[config.mk]
export PLATFORM = sky130hd
export DESIGN_NAME = iseq_arbiter
export DESIGN_NICKNAME = d
export VERILOG_FILES = /design/src/rtl/iseq_arbiter.sv
export SDC_FILE = /design/constraint.sdc
export NUM_CORES = 1
export LEC_CHECK = 0
export ABC_AREA = 0
export CAP_MARGIN = 20
export CORE_UTILIZATION = 24
export CTS_BUF_LIST = sky130_fd_sc_hd__clkbuf_16
export CTS_CLUSTER_SIZE = 8
export DETAILED_ROUTE_END_ITERATION = 16
export PLACE_DENSITY = 0.52
export SYNTH_ARGS = -nofsm -noshare
export SYNTH_HDL_FRONTEND = slang
export SYNTH_SLANG_ARGS = --single-unit
[constraint.sdc]
create_clock -name clk -period 3.3 [get_ports clk]
set_input_delay 0.66 -clock clk [delete_from_list [all_inputs] [get_ports clk]]
set_output_delay 0.66 -clock clk [all_outputs]
set_load 0.03 [all_outputs]
[src/rtl/iseq_arbiter.sv]
// Arbitrates the instruction-sequence dispatcher between host sequences and the
// periodic-read engine, with a bounded periodic-read burst and a lock timeout.
module iseq_arbiter #(
  parameter int MAX_PR_BURST = 4,
  parameter int PR_TIMEOUT   = 1023,
  parameter int TO_WIDTH     = 10
) (
  input  logic       clk,
  input  logic       rst_n,
  input  logic       host_req,
  output logic       host_ack,
  output logic       host_done,
  input  logic       pr_req,
  output logic       pr_ack,
  output logic       process_iseq,
  input  logic       dispatcher_busy,
  output logic       periodic_read_lock,
  input  logic       pr_rd_ack,
  output logic       pr_timeout,
  output logic [2:0] arb_state
);

  localparam int STREAK_W = (MAX_PR_BURST < 1) ? 1 : $clog2(MAX_PR_BURST + 1);
  localparam logic [STREAK_W-1:0] STREAK_MAX = STREAK_W'(MAX_PR_BURST);
  localparam logic [TO_WIDTH-1:0] TO_LIMIT   = TO_WIDTH'(PR_TIMEOUT);

  typedef enum logic [2:0] {
    IDLE       = 3'd0,
    HOST_START = 3'd1,
    HOST_RUN   = 3'd2,
    PR_LOCK    = 3'd3
  } state_t;

  state_t              state_q, state_d;
  logic [STREAK_W-1:0] streak_q, streak_d;
  logic [TO_WIDTH-1:0] to_cnt_q, to_cnt_d;
  logic                run_first_q, run_first_d;
  logic                armed_q;

  logic host_ack_d, host_done_d, pr_ack_d, process_iseq_d;
  logic lock_d, pr_timeout_d;

  // Outputs are computed from the next state so every one of them comes
  // straight off a flop yet lines up with the state it belongs to.
  always_comb begin
    state_d        = state_q;
    streak_d       = streak_q;
    to_cnt_d       = to_cnt_q;
    run_first_d    = 1'b0;
    host_ack_d     = 1'b0;
    host_done_d    = 1'b0;
    pr_ack_d       = 1'b0;
    process_iseq_d = 1'b0;
    lock_d         = 1'b0;
    pr_timeout_d   = pr_timeout;

    unique case (state_q)
      IDLE: begin
        // armed_q holds off any grant on the first edge after reset release.
        if (armed_q) begin
          if (pr_req && (!host_req || (streak_q < STREAK_MAX))) begin
            state_d  = PR_LOCK;
            lock_d   = 1'b1;
            to_cnt_d = '0;
            if (host_req && (streak_q < STREAK_MAX)) begin
              streak_d = streak_q + 1'b1;
            end
          end else if (host_req) begin
            state_d        = HOST_START;
            process_iseq_d = 1'b1;
            host_ack_d     = 1'b1;
            streak_d       = '0;
          end
        end
      end

      HOST_START: begin
        state_d     = HOST_RUN;
        run_first_d = 1'b1;
      end

      HOST_RUN: begin
        if (!run_first_q && !dispatcher_busy) begin
          state_d     = IDLE;
          host_done_d = 1'b1;
        end
      end

      PR_LOCK: begin
        if (pr_rd_ack) begin
          state_d  = IDLE;
          pr_ack_d = 1'b1;
        end else if (to_cnt_q == TO_LIMIT) begin
          state_d      = IDLE;
          pr_timeout_d = 1'b1;
        end else begin
          lock_d   = 1'b1;
          to_cnt_d = to_cnt_q + 1'b1;
        end
      end

      default: begin
        state_d = IDLE;
      end
    endcase
  end

  always_ff @(posedge clk or negedge rst_n) begin
    if (!rst_n) begin
      state_q            <= IDLE;
      streak_q           <= '0;
      to_cnt_q           <= '0;
      run_first_q        <= 1'b0;
      armed_q            <= 1'b0;
      host_ack           <= 1'b0;
      host_done          <= 1'b0;
      pr_ack             <= 1'b0;
      process_iseq       <= 1'b0;
      periodic_read_lock <= 1'b0;
      pr_timeout         <= 1'b0;
    end else begin
      state_q            <= state_d;
      streak_q           <= streak_d;
      to_cnt_q           <= to_cnt_d;
      run_first_q        <= run_first_d;
      armed_q            <= 1'b1;
      host_ack           <= host_ack_d;
      host_done          <= host_done_d;
      pr_ack             <= pr_ack_d;
      process_iseq       <= process_iseq_d;
      periodic_read_lock <= lock_d;
      pr_timeout         <= pr_timeout_d;
    end
  end

  assign arb_state = state_q;

endmodule
==> results.toml <==
[timing]
period_minus_slack_ns = 2.27
setup_tns_ns = 0
tightestPinTransition_ns = 0.549
rsz0062_at_grt = "false"
hold_slack_ns = 0.448
clock_skew_ns = 0.00133
setup_viol = 0
hold_viol = 0
fin_crit_sh = 0.689
finalMaxSlewViolations = 0
clock.fmax_mhz = 440
relSlewSlack = 0.633
worst_slack_ns = 1.03

[pwr]
leakage_nw = 0.642
cellPowerDensity_nw_per_um2 = 764
ir_drop_mv = 0.437
p_total_mw = 1.13

[synthesis]
muxShareOfSynthArea = 0.0267
synthTopCellsByArea = "dfrtp_1 47%, ha_1 6.4%, nand2_1 3.8%"
synth_xor_area_frac = 0
synth.most_common_cell = "dfrtp_1"
synth_top_family_by_area = "simple AND/OR/NAND/NOR gates"
synth_fa_ha_area_frac = 0.0640
syn_avg_cell_area_um2 = 10.1
yosys_warnings = 0
ys_seq_area_frac = 0.469
synthArstFlopShare = 1.00
syn_inst = 116
ys_types = 42
synth_top_area_cell = "dfrtp_1"
synth.top_cell.area_share = 0.469
ys_ff_latch = 22
synth_nets = 128
synthFlopType = "dfrtp_1"
synth_area_um2 = 1170
synth_compound_area_frac = 0.179
synth_simple_gate_area_frac = 0.216
synth_common_cells = "22 x dfrtp_1, 12 x nand2_1, 6 x ha_1, 6 x inv_1, 5 x o21ai_0"
synth_edf_count = 0

[worst_hold_path]
hold_path_class = "reg2reg"

[detailed_routing]
wl_um = 2480
drtPass1Iterations = 4
vias = 914
first_iter_violations = 58
drc = 0
wl_per_cell_um = 12.6
ant_nets = 0
viasPerCell = 4.64

[global_route]
grt_usage = 0.109
grt_pass1_vias = 900
grt_pass1_wl_um = 4350
grt_overflow_total = 0
antenna_found_initial = 0
grt_max_degree = 23

[clock_network]
numCtsBuffers = 3
post_cts_buffers = 0
htreeDepth = 1
hold_buffers = 0
insertion_delay_ns = 0.25
cts_root_buf = "clkbuf_16"
path_clk_slew_ns = 0.06
cts.repair.resized = 0
cts_tree = "done"
clock_path_buffers = 2
cts.sinks = 22

[placement]
post-dp-hpwl_um = 1770
io_buffers = 13
gp_congestion = 0.798
post-place-ws_ns = 0.779

[floorplan]
die_h_um = 71.9
coreArea_um2 = 4720
ios = 15
num_rows = 25
die-area_um2 = 5170
die_w_um = 71.9
start_util = 0.248

[cells_and_area]
n_antenna_cell = 0
num-fill-cells = 473
drive_gt1_frac = 0.108
area_delta_synth_final_pct = 25.9
finalNetCount = 143

[setup_path]
crit_required_ns = 3.45
crit_arrival_ns = 2.42
slowest_delay_ns = 0.50
crit_chain = "clkdlybuf4s50_1, a21boi_2, a21boi_2, a211oi_2, nand2_1, a22o_1"
slowest_stage = "clkdlybuf4s50_1"
start_kind = "input pin"
critPathMostFrequentCell = "a21boi_2"
criticalPathCategory = "in2reg"
path_max_fanout = 8
critPathCaptureType = "flop"

[job]
maxCapViolCount = 0

[run_status]
outcome = "complete, no violations"
-- kinds of logic after synthesis --
family / Yosys count
muxes: 3
adders and majority gates: 6
other: 2
buffers and inverters: 10
and+or+nand+nor: 44
AOI/OAI and AO/OA: 29
DFF: 22
-- through the flow --
step            util  cell area (µm²)  instances
2_1_floorplan      -             1170        116
3_3_place_gp   0.291             1370        193
3_5_place_dp   0.291             1370        193
4_1_cts        0.313             1480        197
5_1_grt        0.313             1480        197
6_report       0.313             1480        197
-- metal layers --
metal | GRT usage | part of all wire | vias to the layer above
met1 | 0.145 | 0.49 | 452
met4 | 0.0392 | 0.0097 | 0
li1 | - | - | 447
met3 | 0.0347 | 0.032 | 2
met5 | 0 | 0 | -
met2 | 0.167 | 0.47 | 13
-- state kept, by name (all words and copies together), names as in the netlist --
register,flops
to_cnt_q,10
streak_q,3
run_first_q,1
pr_timeout,1
host_done,1
armed_q,1
process_iseq,1
periodic_read_lock,1
pr_ack,1
arb_state,2
-- critical path, delay by kind of cell --
family | cells | cell delay [ns]
buffers and inverters | 1 | 0.50
AO/OA/AOI/OAI | 4 | 1.15
AND/OR/NAND/NOR | 1 | 0.12
-- cells in the final DEF (no fill, tap or decap), drive strengths merged, types with 3 or more instances in the layout --
cell type,count
a21boi,3
a21oi,4
and3,6
clkbuf,3
clkdlybuf4s50,13
dfrtp,22
ha,6
inv,6
nand2,12
nand2b,3
nand3,4
nand4,3
nor2,3
nor3,3
o21ai,6
-- power breakdown --
part           total, mW  switching [mW]  internal, mW
combinational      0.411           0.243         0.169
clock              0.341           0.100         0.241
sequential         0.376          0.0465         0.330
-- area by class of cell --
type | count | area (µm²) | share of cell area
clock buffer | 3 | 75.1 | 0.0508
clock inverter | 1 | 30.0 | 0.0203
inverter | 6 | 22.5 | 0.0152
multi-input combinational | 84 | 578 | 0.391
sequential | 22 | 551 | 0.373
tap | 67 | 83.8 | 0.0567
timing repair buffer | 14 | 138 | 0.0931
-- worst paths after layout --
check / endpoint / cells past startpoint / startpoint / slack, ns
worst max-delay path: to_cnt_q[4]$_DFFE_PN0P_ / 6 / pr_req / 1.03
worst min-delay path: host_done$_DFF_PN0_ / 1 / run_first_q$_DFF_PN0_ / 0.45
worst max register to register: to_cnt_q[4]$_DFFE_PN0P_ / 5 / arb_state[0]$_DFFE_PN0P_ / 1.15
worst min register to register: host_done$_DFF_PN0_ / 1 / run_first_q$_DFF_PN0_ / 0.45
max in group asynchronous: pr_timeout$_DFFE_PN0P_ / 2 / rst_n / 2.31
min in group asynchronous: to_cnt_q[1]$_DFFE_PN0P_ / 2 / rst_n / 0.76
No activity file was read; power rests on OpenSTA's default activity.
